$ cat src/rtl/uart_pkg.sv
// Shared types and elaboration-time helpers for the buffered UART.
package uart_pkg;

   typedef enum logic [2:0] {TX_IDLE, TX_START, TX_DATA, TX_PARITY, TX_STOP} tx_state_t;
   typedef enum logic [2:0] {RX_IDLE, RX_START, RX_DATA, RX_PARITY, RX_STOP} rx_state_t;

   function automatic int CeilLog2(input int n);
      int r;
      r = 0;
      while ((1 << r) < n) r++;
      return r;
   endfunction

   // Clocks per bit, rounded down.
   function automatic int uart_div(input int clk_freq, input int baudrate);
      return clk_freq / baudrate;
   endfunction

endpackage

$ cat src/rtl/uart_fifo.sv
// Synchronous FIFO with wrap-bit pointers; a push on a full FIFO is accepted
// only when a pop happens in the same cycle. Head reads 0 while empty.
module uart_fifo
   import uart_pkg::*;
#(
   parameter int width = 8,
   parameter int depth = 4
) (
   input  logic             clk,
   input  logic             reset,
   input  logic             push,
   input  logic             pop,
   input  logic [width-1:0] wdata,
   output logic [width-1:0] rdata,
   output logic             full,
   output logic             empty
);

   localparam int AW = CeilLog2(depth);

   logic [width-1:0] mem [depth];
   logic [AW:0]      wr_ptr, rd_ptr;
   logic             do_push, do_pop;

   assign empty   = (wr_ptr == rd_ptr);
   assign full    = (wr_ptr[AW] != rd_ptr[AW]) && (wr_ptr[AW-1:0] == rd_ptr[AW-1:0]);
   assign do_pop  = pop && !empty;
   assign do_push = push && (!full || do_pop);
   assign rdata   = empty ? '0 : mem[rd_ptr[AW-1:0]];

   always_ff @(posedge clk) begin
      if (reset) begin
         wr_ptr <= '0;
         rd_ptr <= '0;
      end else begin
         if (do_push) wr_ptr <= wr_ptr + 1'b1;
         if (do_pop)  rd_ptr <= rd_ptr + 1'b1;
      end
   end

   always_ff @(posedge clk) begin
      if (do_push) mem[wr_ptr[AW-1:0]] <= wdata;
   end

endmodule

$ cat src/rtl/uart_buffered.sv
// Full-duplex UART with TX/RX FIFOs and sticky error flags.
// Define UART_PARITY_EN to add a parity bit (sense set by parity_odd).
module uart_buffered
   import uart_pkg::*;
#(
   parameter int Nbit       = 8,
   parameter int baudrate   = 9600,
   parameter int clk_freq   = 50000000,
   parameter int fifo_depth = 4,
   parameter int parity_odd = 0
) (
   input  logic            clk,
   input  logic            reset,
   input  logic            SerialDataIn,
   input  logic            Transmit,
   input  logic [Nbit-1:0] DataTx,
   input  logic            Rx_pop,
   input  logic            clr_error,
   output logic            SerialDataOut,
   output logic            Tx_full,
   output logic            Tx_busy,
   output logic [Nbit-1:0] DataRx,
   output logic            Rx_flag,
   output logic            Rx_overrun,
   output logic            Parity_error,
   output logic            Frame_error
);

`ifdef UART_PARITY_EN
   localparam bit PAR_EN = 1'b1;
`else
   localparam bit PAR_EN = 1'b0;
`endif

   localparam int DIV  = uart_div(clk_freq, baudrate);
   localparam int CW   = CeilLog2(DIV + 1);
   localparam int IW   = CeilLog2(Nbit);
   localparam logic [CW-1:0] BIT_END  = CW'(DIV - 1);
   localparam logic [CW-1:0] HALF_END = CW'(DIV / 2 - 1);
   localparam logic [IW-1:0] LAST_BIT = IW'(Nbit - 1);
   localparam logic          PODD     = (parity_odd != 0);

   // ---------------- TX ----------------
   tx_state_t       tx_state, tx_next;
   logic [CW-1:0]   tx_cnt, tx_cnt_n;
   logic [Nbit-1:0] tx_data, tx_data_n, tx_head;
   logic [IW-1:0]   tx_bit, tx_bit_n;
   logic            tx_line, tx_line_n, tx_pop, tx_empty;

   uart_fifo #(.width(Nbit), .depth(fifo_depth)) u_tx_fifo (
      .clk(clk), .reset(reset), .push(Transmit & ~Tx_full), .pop(tx_pop),
      .wdata(DataTx), .rdata(tx_head), .full(Tx_full), .empty(tx_empty)
   );

   always_ff @(posedge clk) begin
      if (reset) begin
         tx_state <= TX_IDLE;
         tx_cnt   <= '0;
         tx_data  <= '0;
         tx_bit   <= '0;
         tx_line  <= 1'b1;
      end else begin
         tx_state <= tx_next;
         tx_cnt   <= tx_cnt_n;
         tx_data  <= tx_data_n;
         tx_bit   <= tx_bit_n;
         tx_line  <= tx_line_n;
      end
   end

   always_comb begin
      tx_next   = tx_state;
      tx_cnt_n  = tx_cnt + 1'b1;
      tx_data_n = tx_data;
      tx_bit_n  = tx_bit;
      tx_line_n = tx_line;
      tx_pop    = 1'b0;
      case (tx_state)
         TX_IDLE: begin
            tx_cnt_n  = '0;
            tx_line_n = 1'b1;
            if (!tx_empty) begin
               tx_pop    = 1'b1;
               tx_data_n = tx_head;
               tx_line_n = 1'b0;
               tx_next   = TX_START;
            end
         end
         TX_START: if (tx_cnt == BIT_END) begin
            tx_cnt_n  = '0;
            tx_bit_n  = '0;
            tx_line_n = tx_data[0];
            tx_next   = TX_DATA;
         end
         TX_DATA: if (tx_cnt == BIT_END) begin
            tx_cnt_n = '0;
            if (tx_bit == LAST_BIT) begin
               if (PAR_EN) begin
                  tx_line_n = (^tx_data) ^ PODD;
                  tx_next   = TX_PARITY;
               end else begin
                  tx_line_n = 1'b1;
                  tx_next   = TX_STOP;
               end
            end else begin
               tx_bit_n  = tx_bit + 1'b1;
               tx_line_n = tx_data[tx_bit_n];
            end
         end
         TX_PARITY: if (tx_cnt == BIT_END) begin
            tx_cnt_n  = '0;
            tx_line_n = 1'b1;
            tx_next   = TX_STOP;
         end
         TX_STOP: if (tx_cnt == BIT_END) begin
            tx_cnt_n = '0;
            // Queued data chains straight into the next start bit.
            if (!tx_empty) begin
               tx_pop    = 1'b1;
               tx_data_n = tx_head;
               tx_line_n = 1'b0;
               tx_next   = TX_START;
            end else begin
               tx_line_n = 1'b1;
               tx_next   = TX_IDLE;
            end
         end
         default: tx_next = TX_IDLE;
      endcase
   end

   assign SerialDataOut = tx_line;
   assign Tx_busy       = !tx_empty || (tx_state != TX_IDLE);

   // ---------------- RX ----------------
   rx_state_t       rx_state, rx_next;
   logic [CW-1:0]   rx_cnt, rx_cnt_n;
   logic [Nbit-1:0] rx_sh, rx_sh_n;
   logic [IW-1:0]   rx_bit, rx_bit_n;
   logic            rx_s1, rx_s2, rx_prev;
   logic            rx_pbad, rx_pbad_n, rx_done, rx_full, rx_empty;
   logic            ovr_q, par_q, frm_q;

   uart_fifo #(.width(Nbit), .depth(fifo_depth)) u_rx_fifo (
      .clk(clk), .reset(reset), .push(rx_done), .pop(Rx_pop),
      .wdata(rx_sh), .rdata(DataRx), .full(rx_full), .empty(rx_empty)
   );

   always_ff @(posedge clk) begin
      if (reset) begin
         rx_s1    <= 1'b1;
         rx_s2    <= 1'b1;
         rx_prev  <= 1'b1;
         rx_state <= RX_IDLE;
         rx_cnt   <= '0;
         rx_sh    <= '0;
         rx_bit   <= '0;
         rx_pbad  <= 1'b0;
      end else begin
         rx_s1    <= SerialDataIn;
         rx_s2    <= rx_s1;
         rx_prev  <= rx_s2;
         rx_state <= rx_next;
         rx_cnt   <= rx_cnt_n;
         rx_sh    <= rx_sh_n;
         rx_bit   <= rx_bit_n;
         rx_pbad  <= rx_pbad_n;
      end
   end

   always_comb begin
      rx_next   = rx_state;
      rx_cnt_n  = rx_cnt + 1'b1;
      rx_sh_n   = rx_sh;
      rx_bit_n  = rx_bit;
      rx_pbad_n = rx_pbad;
      rx_done   = 1'b0;
      case (rx_state)
         RX_IDLE: begin
            rx_cnt_n = '0;
            if (rx_prev && !rx_s2) begin
               rx_pbad_n = 1'b0;
               rx_next   = RX_START;
            end
         end
         RX_START: if (rx_cnt == HALF_END) begin
            rx_cnt_n = '0;
            rx_bit_n = '0;
            rx_next  = rx_s2 ? RX_IDLE : RX_DATA;
         end
         RX_DATA: if (rx_cnt == BIT_END) begin
            rx_cnt_n = '0;
            rx_sh_n  = {rx_s2, rx_sh[Nbit-1:1]};
            if (rx_bit == LAST_BIT) rx_next = PAR_EN ? RX_PARITY : RX_STOP;
            else                    rx_bit_n = rx_bit + 1'b1;
         end
         RX_PARITY: if (rx_cnt == BIT_END) begin
            rx_cnt_n  = '0;
            rx_pbad_n = rx_s2 ^ (^rx_sh) ^ PODD;
            rx_next   = RX_STOP;
         end
         RX_STOP: if (rx_cnt == BIT_END) begin
            rx_cnt_n = '0;
            rx_done  = 1'b1;
            rx_next  = RX_IDLE;
         end
         default: rx_next = RX_IDLE;
      endcase
   end

   // Sticky flags; clr_error wins over a same-cycle set.
   always_ff @(posedge clk) begin
      if (reset || clr_error) begin
         ovr_q <= 1'b0;
         par_q <= 1'b0;
         frm_q <= 1'b0;
      end else begin
         if (rx_done && rx_full && !Rx_pop) ovr_q <= 1'b1;
         if (rx_done && rx_pbad)            par_q <= 1'b1;
         if (rx_done && !rx_s2)             frm_q <= 1'b1;
      end
   end

   assign Rx_flag      = !rx_empty;
   assign Rx_overrun   = ovr_q;
   assign Frame_error  = frm_q;
   assign Parity_error = PAR_EN && par_q;

endmodule
$ cat config.mk
export PLATFORM = sky130hd
export DESIGN_NAME = uart_buffered
export DESIGN_NICKNAME = d
export VERILOG_FILES = /design/src/rtl/uart_pkg.sv /design/src/rtl/uart_fifo.sv /design/src/rtl/uart_buffered.sv
export SDC_FILE = /design/constraint.sdc
export NUM_CORES = 1
export LEC_CHECK = 0
export ABC_AREA = 1
export CAP_MARGIN = 15
export CORE_ASPECT_RATIO = 0.7
export CORE_MARGIN = 3
export CORE_UTILIZATION = 45
export CTS_CLUSTER_DIAMETER = 100
export CTS_CLUSTER_SIZE = 8
export DETAILED_ROUTE_END_ITERATION = 16
export DONT_BUFFER_PORTS = 1
export GPL_TIMING_DRIVEN = 0
export REMOVE_ABC_BUFFERS = 1
export SETUP_SLACK_MARGIN = 0.15
export SYNTH_ARGS = -nofsm -noshare
export SYNTH_HDL_FRONTEND = slang
export SYNTH_SLANG_ARGS = --single-unit
$ cat constraint.sdc
create_clock -name clk -period 3.2 [get_ports clk]
set_input_delay 0.16 -clock clk [delete_from_list [all_inputs] [get_ports clk]]
set_output_delay 0.16 -clock clk [all_outputs]
set_load 0.02 [all_outputs]
Word-level counts from Yosys, hierarchy flattened
Memory sizes are Yosys's and may differ from the RTL's. A register that Yosys moved wholly into a read port is not among the register bits.
Index checks and enable logic that the tools add are counted.
- register bits: 72
- bits in writable memories: 64
- output and inout port bits: 15
- word-level logic and storage cells: 155
- memories: 2
- add/subtract/negate cells: 8
- $lt $le $gt $ge: 1
- equal/unequal tests: 33
- muxes and demuxes: 55
- bitwise operators: 2
- reductions and logical operators: 36
- memories (name ; words ; bits a word ; read ports ; clocked after Yosys merged registers in ; wr ports ; RTL line ; RTL):
    u_rx_fifo.mem ; 4 ; 8 ; 1 ; 1 ; 1 ; uart_fifo.sv:21 ; logic [width-1:0] mem [depth];
    u_tx_fifo.mem ; 4 ; 8 ; 1 ; 1 ; 1 ; uart_fifo.sv:21 ;
- operator list (kind ; number):
    3-bit two-way mux ; 18
    13-bit two-way mux ; 3
    13-bit one-hot mux with 3 select lines ; 1
    3-bit one-hot mux with 5 select lines ; 2
    2-bit inequality test (second input constant) ; 14
    13-bit by 1-bit adder with 13-bit output (second input constant) ; 2
    13-bit equality test (second input constant) ; 2
    13-bit one-hot mux with 2 select lines ; 1
    8-bit two-way mux ; 3
    3-bit by 1-bit adder with 3-bit output (second input constant) ; 6
    1-bit two-way mux ; 16
    8-bit one-hot mux with 2 select lines ; 1
    13-bit by 12-bit equality test with 1-bit output (second input constant) ; 1
    3-bit by 2-bit equality test with 1-bit output (second input constant) ; 4
    3-bit equality test (second input constant) ; 4
    3-bit one-hot mux with 2 select lines ; 2
    6-bit AND reduction ; 2
    1-bit logical AND ; 10
    2-bit two-way mux ; 5
    4-bit AND reduction ; 2
    3-bit by 1-bit equality test with 1-bit output (second input constant) ; 2
    3-bit equality test ; 2
    1-bit zero test ; 6
    3-bit zero test ; 2
    other kinds (16) ; 24

Longest topological paths before layout
Gate-level depths: netlist of run 1.
- depth in word-level cells: 9
- mapped depth: 11
- gate-level depth less buffers: 10

Cells and area by module
From an unflattened synthesis of run 1, not the netlist that was laid out.
- cell total of the unflattened synthesis: 768
- area total of the unflattened synthesis: 6565.0 um2
- modules (own cells, without submodules) (module ; times used ; cells an instance ; area each (um2) ; seq. area each (um2)):
    uart_fifo ; 2 ; 160 ; 1742.9 ; 1121.1
    uart_buffered ; 1 ; 448 ; 3079.2 ; 1201.2

Worst setup path before layout of run 1
No wires, ideal clock.
- kind: reg-to-reg
- start point: reg rx_cnt[0]
- end point: mem u_rx_fifo.mem[0][0] (enable)
- arrival time: 1417 ps
- data required time: 2829 ps
- slack: 1413 ps
- cell stages (with the launch flop): 8
- cells stage by stage: dfxtp_1 -> ha_1 -> nand3_1 -> nor3_1 -> nand3_1 -> nor2_1 -> inv_1 -> nor2_1
- word-level cells in the longest chain between the ends: 6
- ends and longest elaborated chain (what ; RTL line ; RTL):
    start, declared ; uart_buffered.sv:137 ; logic [CW-1:0] rx_cnt, rx_cnt_n;
    start signal, assigned ; uart_buffered.sv:164 ; rx_cnt <= rx_cnt_n;
    13-bit equality test ; uart_buffered.sv:202 ; RX_STOP: if (rx_cnt == BIT_END) begin
    1-bit two-way mux ; uart_buffered.sv:202 ;
    1-bit two-way mux ; uart_buffered.sv:178 ; case (rx_state)
    1-bit logical AND ; uart_fifo.sv:28 ; assign do_push = push && (!full || do_pop);
    1-bit two-way mux ; uart_fifo.sv:42 ; if (do_push) mem[wr_ptr[AW-1:0]] <= wdata;
    1-bit two-way mux (not written as such) ; uart_fifo.sv:42 ;
    end, declared ; uart_fifo.sv:21 ;
No other way between the ends.

Final worst setup path of run 1
- start point: reg tx_cnt[4]
- end point: reg u_tx_fifo.rd_ptr[0]
- word-level cells in the longest chain between the ends: 4
- ends and longest elaborated chain (what ; RTL line ; RTL):
    start, declared ; uart_buffered.sv:45 ; logic [CW-1:0] tx_cnt, tx_cnt_n;
    start signal, assigned ; uart_buffered.sv:64 ; tx_cnt <= tx_cnt_n;
    13-bit equality test ; uart_buffered.sv:115 ; TX_STOP: if (tx_cnt == BIT_END) begin
    1-bit two-way mux ; uart_buffered.sv:115 ;
    1-bit one-hot mux with 2 select lines ; uart_buffered.sv:78 ; case (tx_state)
    1-bit logical AND ; uart_fifo.sv:27 ; assign do_pop = pop && !empty;
    end signal, assigned ; uart_fifo.sv:37 ; if (do_pop) rd_ptr <= rd_ptr + 1'b1;
    end, declared ; uart_fifo.sv:22 ; logic [AW:0] wr_ptr, rd_ptr;
No other way between the ends.
A chain may end at the register's enable or synchronous reset.

==> results of run 1 <==
## cell families (layout without fill, tap and decap cells)
| family | count (synthesis) | after routing | share of synthesized area |
|---|---|---|---|
| AOI/OAI and AO/OA | 85 | 85 | 0.0746 |
| DFF | 140 | 140 | 0.546 |
| and+or+nand+nor | 360 | 360 | 0.253 |
| adders and majority gates | 16 | 16 | 0.0317 |
| other | 1 | 1 | 0.000594 |
| xor gates and xnor gates | 18 | 18 | 0.0250 |
| buffers and inverters | 102 | 128 | 0.0692 |
## worst paths after layout
kind	start	end	slack [ns]	cells after the start
setup reg to reg	tx_cnt[4]	u_tx_fifo.rd_ptr[0]	0.92	8
setup / recovery	tx_cnt[4]	u_tx_fifo.rd_ptr[0]	0.92	8
hold / removal	reset	rx_prev	0.02	2
hold reg to reg	rx_s1	rx_s2	0.43	1
## registers in the layout, summed over array words and instances (netlist names), 8 cells and up, named ones only
name and count:
rx_cnt 13, tx_cnt 13, u_rx_fifo.mem 32, u_tx_fifo.mem 32, rx_sh 8, tx_data 8
## Yosys cell counts, types with 2 or more instances
library cell,n,area share
or2_2,4,0.0040
nor2_4,3,0.0054
inv_1,74,0.044
a211oi_1,2,0.0024
nand2_1,122,0.073
edfxtp_1,64,0.30
nand2_2,6,0.0060
o21ai_0,42,0.033
dfxtp_1,76,0.24
inv_2,7,0.0042
nor3b_1,3,0.0036
nor2_2,4,0.0040
xor2_1,14,0.019
nand4_1,10,0.0099
clkbuf_1,6,0.0036
a21oi_1,26,0.021
o32ai_1,8,0.011
nor3_1,25,0.020
nand3b_1,3,0.0036
buf_2,7,0.0056
nand3_1,37,0.029
o21ai_1,4,0.0032
nor2_1,137,0.082
buf_4,4,0.0048
buf_6,4,0.0071
ha_1,16,0.032
xnor2_1,4,0.0056
## area by class of cell
cell class / instances / area, sq um
Clock buffer: 18 / 429
Clock inverter: 14 / 158
Fill cell: 1215 / 6290
Inverter: 81 / 304
Multi-Input combinational cell: 480 / 2430
Sequential cell: 140 / 3440
Tap cell: 185 / 231
Timing Repair Buffer: 15 / 160
## power by group through the flow
stage	Clock, mW	Sequential (mW)	Combinational [mW]
5_1_grt	2.07	2.22	1.37
3_5_place_dp	0	2.24	1.14
3_3_place_gp	0	2.23	1.11
4_1_cts	1.97	2.20	1.18
2_1_floorplan	0	2.19	0.923
6_report	1.93	2.20	1.18
## per-stage QoR
step	instances	power [mW]	utilization	hold slack [ns]
after floorplan	701	3.11	-	0.229
after global placement	886	3.34	0.477	0.236
after detailed placement	886	3.37	0.477	0.238
after CTS	933	5.35	0.532	0.00618
after global routing	933	5.67	0.532	0.0286
final	933	5.31	0.532	0.0212
## routing by layer
| metal | vias up | part of all wire | track usage |
|---|---|---|---|
| li1 | 2395 | - | - |
| met1 | 2106 | 0.49 | 0.232 |
| met2 | 78 | 0.45 | 0.255 |
| met3 | 14 | 0.046 | 0.0503 |
| met4 | 0 | 0.012 | 0.0485 |
| met5 | - | 0 | 0 |
## critical path, cell delays in order (launching register included)
cell           delay (ns)
dfxtp_1              0.47
nand4_1              0.14
nor2_1               0.10
nand2_1              0.07
nand2_1              0.35
nand2_2              0.25
nand2_1              0.15
a21oi_1              0.07
dlygate4sd3_1        0.55
==> out/metrics.yaml, run 1 <==
outcome: "completed"
layout-drive-gt1-share: 0.0829
cts_made_buffers: 17
tns_ns: 0
most-common-layout-cells: "137 x nor2_1, 122 x nand2_1, 76 x dfxtp_1, 74 x inv_1, 64 x edfxtp_1"
core_sq_um: 13400
ys.flop_type: "dfxtp_1"
area_delta_synth_final_pct: 13.4
final-hold-violation-count: 0
grtUsageTotal: 0.168
crit_fanout: 13
grt_overflow: 0
synthArstFlopShare: 0
cts.reportedPaths.clkPinSlew_ns: 0.06
final.period_utilization: 0.713
syn_area_sq_um: 6310
design_area_sq_um: 7150
wl_per_cell_microns: 13.1
cts_setup_buffers: 0
cts_buffer_depth: 2
synth_enable_flop_cells: 64
relSlewSlack: 0.384
fmax_mhz: 438
yosysWarnings: 0
start_util: 0.469
root_buffer: "clkbuf_16"
die_y_microns: 105
cp.arrival_ns: 2.59
syn-instance-count: 722
finalCriticalPeriod_ns: 2.28
grt_pass1_wl_microns: 20900
grt_pass1_vias: 4375
worstSetupPathType: "reg -> reg"
grt_max_degree: 32
layout_commonest_cell: "nor2_1"
cp-start-kind: "flip-flop"
max-cap-violations: 0
crit_required_ns: 3.51
worstMarginPinSlew_ns: 0.920
dpl.hpwl_microns: 8210
diodes: 0
ctsResizeCount: 0
drtIter0Drc: 242
rsz0062_at_grt: "false"
p_int_mw: 3.58
num_vias: 4593
cp-end-kind: "flip-flop"
seq_power_share: 0.414
vias_per_cell: 4.92
post_dp_cell_area_sq_um: 6410
power_frac_clock: 0.364
clock_latency_ns: 0.42
h-tree-depth: 4
avgSynthCellArea_sq_um: 8.74
vdd_drop_max_v: 0.000441
cts_tree: "built"
drc_errors: 0
ys_types: 37
sw_frac_of_total: 0.326
leakagePower_nw: 2.76
yosysSeqAreaShare: 0.546
finalSetupViolations: 0
worstHoldPathType: "in -> reg"
p_per_area_nw_per_um2: 743
finalWorstSetupSlack_ns: 0.918
ant_nets: 0
drt_wl_total_microns: 12200
rows: 35
io_buffer_count: 0
die_width_microns: 148
ioPinCount: 29
clock_skew_ns: 0.0101
antenna_found_initial: 0
place_ws_ns: 0.917
finalMaxSlewViolations: 0
ctsHoldBuffers: 15
gp_routability_congestion: 0.853
p_comb_frac: 0.222
switching_power_mw: 1.73
synth_seq_cells: 140
die-area_sq_um: 15500
fin_nets: 765
drt_pass1_iterations: 5
cts.sinks: 140
(Power assumes the default switching activity.)
==> inputs of run 2 (changes only) <==
clock period = 2.2 ns   (was 3.2 ns; I/O delays follow)
==> out/metrics.yaml, run 2 (synthesis results as in run 1) <==
finalMaxSlewViolations: 0  # unchanged
die_y_microns: 105  # unchanged
grt_overflow: 0  # unchanged
clock_latency_ns: 0.42  # about the same
vias_per_cell: 4.93  # +0.23%
cp-end-kind: "flip-flop"
antenna_found_initial: 0  # unchanged
cts_made_buffers: 17  # unchanged
fmax_mhz: 510  # +17%
fin_nets: 773  # +1.0%
core_sq_um: 13400  # unchanged
worstHoldPathType: "in -> reg"
vdd_drop_max_v: 0.000644  # +46%
grt_max_degree: 33  # +3.1%
rsz0062_at_grt: "true"
rr_startpoint: "u_tx_fifo.wr_ptr[0]"
grt_pass1_wl_microns: 20800  # -0.56%
sw_frac_of_total: 0.328  # +0.00197
fillers: 1185  # -2.5%
max-cap-violations: 0  # unchanged
cp-start-kind: "flip-flop"
final.period_utilization: 0.890  # +0.177
finalSetupViolations: 0  # unchanged
outcome: "completed"
utilization: 0.544  # +0.0117
slowest_delay_ns: 0.66  # +0.11 ns
path_cells: "inv_2 > nand2_1 > nand2_1 > inv_1 > nand2_1 > or2_2 > nand2_2 > nor2_1"
num_vias: 4643  # +1.1%
layout-drive-gt1-share: 0.103  # +0.0203
h-tree-depth: 4  # unchanged
final_cell_count_no_fill: 941  # +0.86%
wl_per_cell_microns: 13.3  # +1.2%
die_width_microns: 148  # unchanged
finalCriticalPeriod_ns: 1.96  # -0.323 ns
ioPinCount: 29  # unchanged
p_int_mw: 5.21  # +46%
area_delta_synth_final_pct: 15.9
layout_commonest_cell: "nor2_1"
cp-startpoint: "u_tx_fifo.wr_ptr[0]"
clock_skew_ns: 0.0102  # +0.0000638 ns
drt_wl_total_microns: 12500  # +2.1%
drc_errors: 0  # unchanged
worstSetupPathType: "reg -> reg"
crit_fanout: 8  # -5
crit_required_ns: 2.24  # -1.27 ns
final-hold-violation-count: 0  # unchanged
path_depth: 8  # unchanged
grtUsageTotal: 0.166  # -0.00130
p_per_area_nw_per_um2: 1060  # +43%
diodes: 0  # unchanged
ant_nets: 0  # unchanged
drtIter0Drc: 202  # -17%
worstMarginPinSlew_ns: 0.827  # -0.0935 ns
crit-reg2reg-capture: "u_tx_fifo.mem[3][7]"
cts.reportedPaths.clkPinSlew_ns: 0.06  # about the same
rows: 35  # unchanged
gp_routability_congestion: 0.853  # unchanged
drt_pass1_iterations: 6  # +1
relSlewSlack: 0.447  # +0.0625
dpl.hpwl_microns: 8210  # unchanged
cts_buffer_depth: 2  # unchanged
most-common-layout-cells: "133 x nor2_1, 121 x nand2_1, 75 x dfxtp_1, 73 x inv_1, 64 x edfxtp_1"
switching_power_mw: 2.54  # +47%
leakagePower_nw: 2.81  # +1.9%
numPlacedInstances: 886  # unchanged
r2r_slack_ns: 0.24  # -0.68 ns
start_util: 0.469  # unchanged
grt_pass1_vias: 4361  # -0.32%
io_buffer_count: 0  # unchanged
root_buffer: "clkbuf_16"
cts_tree: "built"
critPathSlowestCell: "nor2_1"
power_frac_clock: 0.364  # about the same
die-area_sq_um: 15500  # unchanged
worst-path-buf-inv: 2  # +1
rr_worst_depth: 8  # unchanged
cp_top_family: "simple AND/OR/NAND/NOR gates"
setup.worst_path.end: "u_tx_fifo.mem[3][7]"
seq_power_share: 0.413  # about the same
cp_common_cell: "nand2_1"
p_comb_frac: 0.223  # about the same
cp.arrival_ns: 2.00  # -0.59 ns
cts.sinks: 140  # unchanged
==> run 2: cell count changes in the layout (fill, tap and decap cells not counted), sizes merged <==
cell,change
buf,+9
clkinvlp,+1
dlygate4sd3,-1
inv,-1
==> run 2: per-stage QoR <==
stage / setup TNS, ns / total power [mW] / instance area (sq um) / setup WS, ns / hold WS [ns]
finish: 0 / 7.75 / 7310 / 0.241 / 0.114
global route: 0 / 8.26 / 7310 / 0.107 / 0.138
floorplan: 0 / 4.52 / 6180 / 0.413 / 0.179
CTS: -1.04 / 7.78 / 7160 / -0.0716 / 0.0938
detailed placement: -1.51 / 4.91 / 6410 / -0.0833 / 0.188
global placement: -0.278 / 4.85 / 6410 / -0.0295 / 0.186
==> run 2: routing by layer <==
layer	up-vias	routed length (microns)	GRT usage
met2	86	5640	0.252
met3	16	545	0.0503
li1	2411	-	-
met4	0	163	0.0485
met1	2130	6130	0.230
met5	-	0	0
==> run 2: final cells by class <==
class | count | area (sq um) | area share
repair buffers | 23 | 268 | 0.0366
flip-flops and latches | 140 | 3440 | 0.471
clock buffers | 18 | 429 | 0.0587
well taps | 185 | 231 | 0.0317
multi-input cells | 480 | 2470 | 0.338
clock inverters | 14 | 158 | 0.0216
inverters | 81 | 308 | 0.0421
==> run 2: timing repair <==
item / in CTS / in global routing
pin swaps: 0 / 3
setup endpoints to repair: 52 / 90
hold buffers: 14 / 0
setup buffers: 0 / 9
endpoints found under the hold margin: 70 / 0
resized for setup: 4 / 9
==> run 2: worst min-delay path by stage <==
| stage | startpoint | end | slack [ns] | cells after the start |
|---|---|---|---|---|
| after floorplan | reset | flip-flop | 0.18 | 1 |
| after global placement | reset | tx_state[0] | 0.19 | 1 |
| after detailed placement | reset | tx_state[0] | 0.19 | 1 |
| after CTS | Rx_pop | u_rx_fifo.wr_ptr[2] | 0.09 | 5 |
| after global routing | Rx_pop | u_rx_fifo.wr_ptr[2] | 0.14 | 5 |
| final | Rx_pop | u_rx_fifo.wr_ptr[2] | 0.11 | 5 |
==> run 2: power by group through the flow <==
stage | combinational (mW) | clock [mW] | sequential (mW)
after floorplan | 1.34 | 0 | 3.18
after global placement | 1.61 | 0 | 3.24
after detailed placement | 1.65 | 0 | 3.25
after CTS | 1.70 | 2.87 | 3.20
after global routing | 2.01 | 3.02 | 3.23
final | 1.73 | 2.82 | 3.20
==> run 2: worst reg2reg max path, cell delays in order (launching register included) <==
cell	delay (ns)
dfxtp_1	0.36
inv_2	0.10
nand2_1	0.05
nand2_1	0.07
inv_1	0.04
nand2_1	0.05
or2_2	0.13
nand2_2	0.12
nor2_1	0.66
